$ cat src/rtl/mmio_counter_ctrl.sv
// mmio_counter_ctrl: MMIO-mapped cycle / retired-instruction counters with a
// RUN / FROZEN / ARMED mode FSM and an atomic two-register snapshot.
//
// Build option: define BP_CNTR_EN to add the branch-total and branch-correct
// counters at offsets 0x1C / 0x20. Without it those offsets read 0 and the
// branch retire inputs are ignored.
//
// Handshake: mmio_we / mmio_re are single-cycle strobes with no back-pressure;
// a store takes effect at the edge that samples mmio_we, and load data appears
// on mmio_rdata the cycle after mmio_re and holds until the next mmio_re.
module mmio_counter_ctrl #(
    parameter logic [31:0] ADDR_BASE  = 32'h8000_0000,
    parameter int          CNTR_WIDTH = 32
) (
    input  logic        clk,
    input  logic        rst_n,
    input  logic [31:0] mmio_addr,
    input  logic [31:0] mmio_wdata,
    input  logic        mmio_we,
    input  logic        mmio_re,
    output logic [31:0] mmio_rdata,
    input  logic        inst_retire,
    input  logic        br_retire,
    input  logic        br_correct,
    output logic [1:0]  cntr_mode
);

    typedef enum logic [1:0] {
        S_RUN    = 2'b00,
        S_FROZEN = 2'b01,
        S_ARMED  = 2'b10
    } mode_t;

    localparam logic [7:0] OFF_CYCLE  = 8'h10;
    localparam logic [7:0] OFF_INSTR  = 8'h14;
    localparam logic [7:0] OFF_CLEAR  = 8'h18;
    localparam logic [7:0] OFF_BRTOT  = 8'h1C;
    localparam logic [7:0] OFF_BRCOR  = 8'h20;
    localparam logic [7:0] OFF_CTRL   = 8'h30;
    localparam logic [7:0] OFF_STATUS = 8'h34;
    localparam logic [7:0] OFF_SNAP   = 8'h38;
    localparam logic [7:0] OFF_SCYCLE = 8'h3C;
    localparam logic [7:0] OFF_SINSTR = 8'h40;

    localparam logic [CNTR_WIDTH-1:0] CNT_ONE = CNTR_WIDTH'(1);

    mode_t                  state;
    logic [CNTR_WIDTH-1:0]  cycle_cnt;
    logic [CNTR_WIDTH-1:0]  instr_cnt;
    logic [CNTR_WIDTH-1:0]  snap_cycle;
    logic [CNTR_WIDTH-1:0]  snap_instr;
    logic [CNTR_WIDTH-1:0]  br_total_cnt;
    logic [CNTR_WIDTH-1:0]  br_correct_cnt;

    logic        hit;
    logic [7:0]  offset;
    logic        wr_clear;
    logic        wr_ctrl;
    logic        wr_snap;
    logic        count_en;
    logic [31:0] rd_next;

    // Zero-extend a counter value onto the 32-bit read bus.
    function automatic logic [31:0] ext(input logic [CNTR_WIDTH-1:0] v);
        logic [31:0] r;
        r = '0;
        r[CNTR_WIDTH-1:0] = v;
        return r;
    endfunction

    // Word-aligned decode inside the 256-byte window at ADDR_BASE.
    assign hit      = (mmio_addr[31:8] == ADDR_BASE[31:8]);
    assign offset   = {mmio_addr[7:2], 2'b00};
    assign wr_clear = mmio_we && hit && (offset == OFF_CLEAR);
    assign wr_ctrl  = mmio_we && hit && (offset == OFF_CTRL);
    assign wr_snap  = mmio_we && hit && (offset == OFF_SNAP);

    // The arming retire counts in the same cycle it releases ARMED.
    assign count_en = (state == S_RUN) || ((state == S_ARMED) && inst_retire);

    assign cntr_mode = state;

    // Mode FSM: control writes win; otherwise ARMED leaves on the first retire.
    always_ff @(posedge clk or negedge rst_n) begin
        if (!rst_n) begin
            state <= S_RUN;
        end else if (wr_ctrl) begin
            case (mmio_wdata[1:0])
                2'd0:    state <= S_RUN;
                2'd1:    state <= S_FROZEN;
                2'd2:    state <= S_ARMED;
                default: state <= state;
            endcase
        end else if ((state == S_ARMED) && inst_retire) begin
            state <= S_RUN;
        end
    end

    // Live cycle / instruction counters; clear beats increment.
    always_ff @(posedge clk or negedge rst_n) begin
        if (!rst_n) begin
            cycle_cnt <= '0;
            instr_cnt <= '0;
        end else if (wr_clear) begin
            cycle_cnt <= '0;
            instr_cnt <= '0;
        end else if (count_en) begin
            cycle_cnt <= cycle_cnt + CNT_ONE;
            if (inst_retire) begin
                instr_cnt <= instr_cnt + CNT_ONE;
            end
        end
    end

    // Snapshot shadows capture the pre-increment live pair in one edge.
    always_ff @(posedge clk or negedge rst_n) begin
        if (!rst_n) begin
            snap_cycle <= '0;
            snap_instr <= '0;
        end else if (wr_snap) begin
            snap_cycle <= cycle_cnt;
            snap_instr <= instr_cnt;
        end
    end

`ifdef BP_CNTR_EN
    // Branch counters follow the same enable and clear as the live pair.
    always_ff @(posedge clk or negedge rst_n) begin
        if (!rst_n) begin
            br_total_cnt   <= '0;
            br_correct_cnt <= '0;
        end else if (wr_clear) begin
            br_total_cnt   <= '0;
            br_correct_cnt <= '0;
        end else if (count_en && br_retire) begin
            br_total_cnt <= br_total_cnt + CNT_ONE;
            if (br_correct) begin
                br_correct_cnt <= br_correct_cnt + CNT_ONE;
            end
        end
    end
`else
    assign br_total_cnt   = '0;
    assign br_correct_cnt = '0;
    logic unused_br;
    assign unused_br = br_retire ^ br_correct ^ (^br_total_cnt) ^ (^br_correct_cnt);
`endif

    logic unused_bits;
    assign unused_bits = ^{mmio_addr[1:0], mmio_wdata[31:2]};

    // Read mux: readable offsets only; everything else returns zero.
    always_comb begin
        rd_next = '0;
        if (hit) begin
            case (offset)
                OFF_CYCLE:  rd_next = ext(cycle_cnt);
                OFF_INSTR:  rd_next = ext(instr_cnt);
`ifdef BP_CNTR_EN
                OFF_BRTOT:  rd_next = ext(br_total_cnt);
                OFF_BRCOR:  rd_next = ext(br_correct_cnt);
`endif
                OFF_STATUS: rd_next = {30'd0, state};
                OFF_SCYCLE: rd_next = ext(snap_cycle);
                OFF_SINSTR: rd_next = ext(snap_instr);
                default:    rd_next = '0;
            endcase
        end
    end

    // Registered load data, updated only on a load strobe.
    always_ff @(posedge clk or negedge rst_n) begin
        if (!rst_n) begin
            mmio_rdata <= '0;
        end else if (mmio_re) begin
            mmio_rdata <= rd_next;
        end
    end

endmodule

$ cat config.mk
export PLATFORM = sky130hd
export DESIGN_NAME = mmio_counter_ctrl
export DESIGN_NICKNAME = d
export VERILOG_FILES = /design/src/rtl/mmio_counter_ctrl.sv
export SDC_FILE = /design/constraint.sdc
export NUM_CORES = 1
export LEC_CHECK = 0
export CORE_ASPECT_RATIO = 1.25
export CORE_MARGIN = 4
export CORE_UTILIZATION = 34
export CTS_CLUSTER_SIZE = 14
export DETAILED_ROUTE_END_ITERATION = 6
export PLACE_DENSITY = 0.64
export SYNTH_ARGS = -nofsm -noshare
export SYNTH_HDL_FRONTEND = slang
export SYNTH_SLANG_ARGS = --single-unit
$ cat constraint.sdc
create_clock -name clk -period 2.5 [get_ports clk]
set_clock_uncertainty 0.15 [all_clocks]
set_input_delay 0.375 -clock clk [delete_from_list [all_inputs] [get_ports clk]]
set_output_delay 0.375 -clock clk [all_outputs]
set_load 0.03 [all_outputs]
## After elaboration in Yosys (flattened, before gate mapping)

Cells that the tools add are included.

| storage, ports and cells | value |
|---|---|
| memory bits (read-only) | 0 |
| bits in latches | 0 |
| register bits after elaboration | 162 |
| RAM bits | 0 |
| memories | 0 |
| output and inout port bits | 34 |

| operators by class | value |
|---|---|
| $add $sub $neg | 2 |
| equality and inequality tests | 13 |
| divide/modulo/power cells | 0 |
| shifts and indexed selects | 0 |
| reductions and logical operators | 13 |
| order comparisons | 0 |
| bitwise gates (word level) | 0 |
| muxes and demuxes | 10 |
| multipliers | 0 |

Operator list:

| cell | count |
|---|---|
| $mux 32 | 6 |
| $pmux 32 s5 | 1 |
| $add 32x1->32 const B | 2 |
| $eq 24x24->1 const B | 1 |
| $eq 6x4->1 const B | 4 |
| $eq 6x3->1 const B | 3 |
| $eq 6x5->1 const B | 1 |
| $pmux 2 s3 | 1 |
| $reduce_bool 2->1 | 3 |
| $logic_and 1x1->1 | 5 |
| $eq 2x2->1 const B | 2 |
| $logic_not 2->1 | 2 |
| $mux 2 | 2 |
| $ne 4x1->1 const B | 1 |
| $reduce_and 2->1 | 2 |
| $eq 2x1->1 const B | 1 |
| $logic_or 1x1->1 | 1 |

## Logic depth before layout (Yosys ltp)

| depth | value |
|---|---|
| depth in word-level cells | 5 |
| mapped depth | 7 |
| mapped depth without buffers | 5 |

## Worst setup path before layout

OpenSTA, ideal clock, no wires.

| timing path | value |
|---|---|
| kind | register to register |
| start | register state[1], in the netlist cntr_mode[1] |
| end | register cycle_cnt[26] |
| arrival | 2.066 ns |
| setup slack | 0.211 ns |
| cell stages (with the launch flop) | 7 |
| path buffers | 2 |
| cell sequence | dfrtp_1 -> nor2b_1 -> buf_2 -> or3_1 -> clkbuf_1 -> or4_4 -> a21oi_2 |

| on the way | value |
|---|---|
| word-level cells in the longest chain between the ends | 4 |
| elaborated cells between the ends (all ways) | 5 |
| those cells by class | 1 x eq/ne; 4 x reduce/logical |

Ends and longest elaborated chain:

| item | line | source |
|---|---|---|
| start: declaration | 47 | `mode_t state;` |
| start signal: assignment | 92 | `default: state <= state;` |
| $eq 2x2->1 | 79 | `assign count_en = (state == S_RUN) \|\| ((state == S_ARMED) && inst_retire);` |
| $logic_and 1x1->1 | 79 |  |
| $logic_or 1x1->1 * | 79 |  |
| $reduce_bool 2->1 (no line) * | n/a |  |
| end signal: assignment | 108 | `cycle_cnt <= cycle_cnt + CNT_ONE;` |
| end: declaration | 48 | `logic [CNTR_WIDTH-1:0] cycle_cnt;` |

Mark *: on every way between the ends. The rest lies on a longest branch, timed or not.
A chain may end at the register's enable or synchronous reset.

## Final worst setup path

| timing path | value |
|---|---|
| start | register state[0], in the netlist cntr_mode[0] |
| end | output port cntr_mode[0] |

RTL lines:

| item | line | source |
|---|---|---|
| end: declaration | 25 | `output logic [1:0] cntr_mode` |

No word-level cell between the ends.

==> metrics.md <==
| Metric | Value |
|---|---|
| Run status | finished, final reports clean |
| Vias in the first global route | 6883 |
| Synthesis-stage register bit count | 162 |
| Layout cells sized above 1 | 21.5% |
| Die height | 183 um |
| Drt total wl | 21.4 mm |
| Post-synthesis simple-gate area fraction | 17.0% |
| Post-synth top flop | dfrtp_1 |
| Die width | 148 um |
| Largest net degree at the start of global routing | 54 |
| Via count | 6596 |
| Post-CTS Resized | 0 |
| Clock Path Buffers | 2 |
| Die area | 0.0271 mm2 |
| Worst-path clk slew | 60 ps |
| Yosys cell types | 57 |
| Share of flip-flops with an asynchronous set or reset | 100% |
| Power Total | 6130 uW |
| Worst setup EP type | output port |
| Gate Count Post-Synth | 772 |
| Gr ovfl total | 0 |
| Dpl cell area | 0.00977 mm2 |
| Fmax | 427 MHz |
| Hold-fix buffers, CTS | 1 |
| Syn Nets | 845 |
| Synth Area in Compound Gates | 13.3% |
| Worst Path Max Fanout | 10 |
| Least-Margin Pin Slew | 547 ps |
| Crit path launch type | register |
| Vias per std cell | 5.46 |
| RSZ-0062 raised after global routing | no |
| Ant. Diodes | 0 |
| EDFF count, synth | 0 |
| Critical-path top delay cell | clkdlybuf4s50_1 |
| Worst slew margin | 63.5% |
| Drc violations | 0 |
| Root Buffer | clkbuf_16 |
| Core area | 0.0239 mm2 |
| TritonCTS clock tree | yes |
| IR Drop Worst-Case VDD | 0.488 mV |
| Final Hold Viols | 0 |
| Max-slew violation count | 0 |
| Starting DRT DRC Count | 437 |
| Total Routing Usage GR | 16.4% |
| Post-Synth XOR/XNOR Area | 2.00% |
| Leak | 0.00438 uW |
| Io pins | 105 |
| Final min period | 2340 ps |
| Pre-Repair DR Iteration Count | 4 |
| Initial antenna violation count | 0 |
| Area contributors post-synth | dfrtp_1 (49%), mux2_2 (8.7%), mux2i_1 (4.1%), a221oi_1 (3.2%), o31ai_1 (2.9%) |
| Final non-filler cell area | 0.0104 mm2 |
| Largest family of logic cells by synthesized area | simple AND/OR/NAND/NOR gates |
| Wire per inst | 17.7 um |
| RePlAce Congestion | 0.830 |
| First-pass GRT wire length | 36.2 mm |
| Worst hold margin | 232 ps |
| Worst skew pair latency | 430 ps |
| Crit-path cells | buf_4 > clkdlybuf4s50_1 |
| Final period util | 93.7% |
| H-tree depth | 4 |
| CP peak stage delay | 670 ps |
| CP required | 1980 ps |
| Initial Util | 34.8% |
| Sink Count | 162 |
| Syn avg cell area | 10.8 um2 |
| Routed Antenna Nets | 0 |
| Post-CTS Setup Bufs | 0 |
| Power Dens Cells | 588 mW/mm2 |
| Rows | 63 |
| # setup viols final | 0 |
| Adder-Cell Fraction of Synth Area | 0.301% |
| Synth Warn # | 0 |
| Final nets | 943 |
| Netlist Area Pre-Place | 0.00832 mm2 |
| Hpwl dp | 15.1 mm |
| Port Buffers | 70 |
| Number of max-cap violations | 0 |
| Cell taking the most area after synthesis | dfrtp_1 |
| Commonest cells in the netlist | dfrtp_1 (162), mux2_2 (64), inv_1 (38), a21oi_1 (37) |
| Post-synth top area share | 48.7% |
| Most frequent cell after synthesis | dfrtp_1 |
| CTS Buf Count | 17 |
| Kind of critical path | register to output port |
| Multiplexer share of the synthesized area | 12.7% |
| Critical Path AT | 1820 ps |
| Seq/Total Area, Yosys | 48.7% |
| Area growth syn-to-layout | 25.3% |
| Worst hold path class | input port to register |
flip-flops by register name (all words and copies together) (netlist names):
register	count
cycle_cnt	32
instr_cnt	32
mmio_rdata	32
snap_cycle	32
snap_instr	32
cntr_mode	2
per-layer routing:
metal  vias to the layer above  part of all wire (%)  wire length, um  track usage (%)
met5                         -                     0                0                0
met4                         0                   2.1              454             5.99
met3                        29                   2.5              535             3.14
met2                        82                    52            11200             29.2
met1                      3346                    43             9180             19.8
li1                       3139                     -                -                -
cells in the final DEF, fill, tap and decap left out, drive strengths merged, types with 3 or more instances in the layout:
cell / instances
or3: 8
o31ai: 32
nand2b: 5
a21oi: 43
nand2: 25
mux2: 64
nand3: 21
xnor2: 9
and4: 7
mux2i: 34
and3: 5
a32oi: 4
clkdlybuf4s50: 68
a221oi: 30
nor3: 34
xor2: 10
and2: 4
nor4: 10
clkbuf: 23
or4: 38
o21ai: 9
nor2: 30
nand3b: 4
nand4: 25
and4b: 3
dfrtp: 162
buf: 72
bufinv: 5
inv: 39
o22ai: 30
metrics by stage:
step	util [%]	TNS, ps	worst slack [ps]	cells
after floorplan	-	0	211	772
after global placement	40.9	-13060	-217	1175
after detailed placement	40.9	-15290	-232	1175
after CTS	43.6	0	115	1208
after global routing	43.6	0	80.3	1208
final	43.6	0	158	1208
path summary, 6_finish.rpt:
| kind | startpoint | depth (start not counted) | slack, ps | to |
|---|---|---|---|---|
| max in group asynchronous | rst_n | 3 | 1200 | mmio_rdata[15] |
| min in group asynchronous | rst_n | 2 | 330 | snap_cycle[1] |
| hold / removal | mmio_addr[2] | 4 | 230 | mmio_rdata[0] |
| hold reg to reg | snap_instr[7] | 1 | 360 | snap_instr[7] |
| setup / recovery | cntr_mode[0] | 2 | 160 | cntr_mode[0] |
| setup reg to reg | cycle_cnt[3] | 5 | 240 | cycle_cnt[29] |
critical path, delay by kind of cell (launching register included):
kind | cells | cell delay (ps)
buffers and inverters | 2 | 880
DFF | 1 | 510
cell families after synthesis:
logic type,after synthesis
flops,162
simple gates,232
compound gates,159
mux,98
fa+ha+maj,2
xor+xnor,19
buf+inv,100
final cells by class:
| cell class | instances | area (um2) |
|---|---|---|
| fillers | 2229 | 13500 |
| flip-flops and latches | 162 | 4050 |
| multi-input cells | 510 | 3780 |
| repair buffers | 141 | 1400 |
| clock buffers | 23 | 468 |
| well taps | 325 | 407 |
| clock inverters | 9 | 176 |
| inverters | 38 | 143 |
report_power, final:
part | total [uW] | internal, uW | switching (uW)
registers | 2730 | 2680 | 48.6
clock network | 2870 | 1830 | 1040
logic | 536 | 236 | 299
total | 6130 | 4740 | 1390
Power figures use the tool's default switching activity.
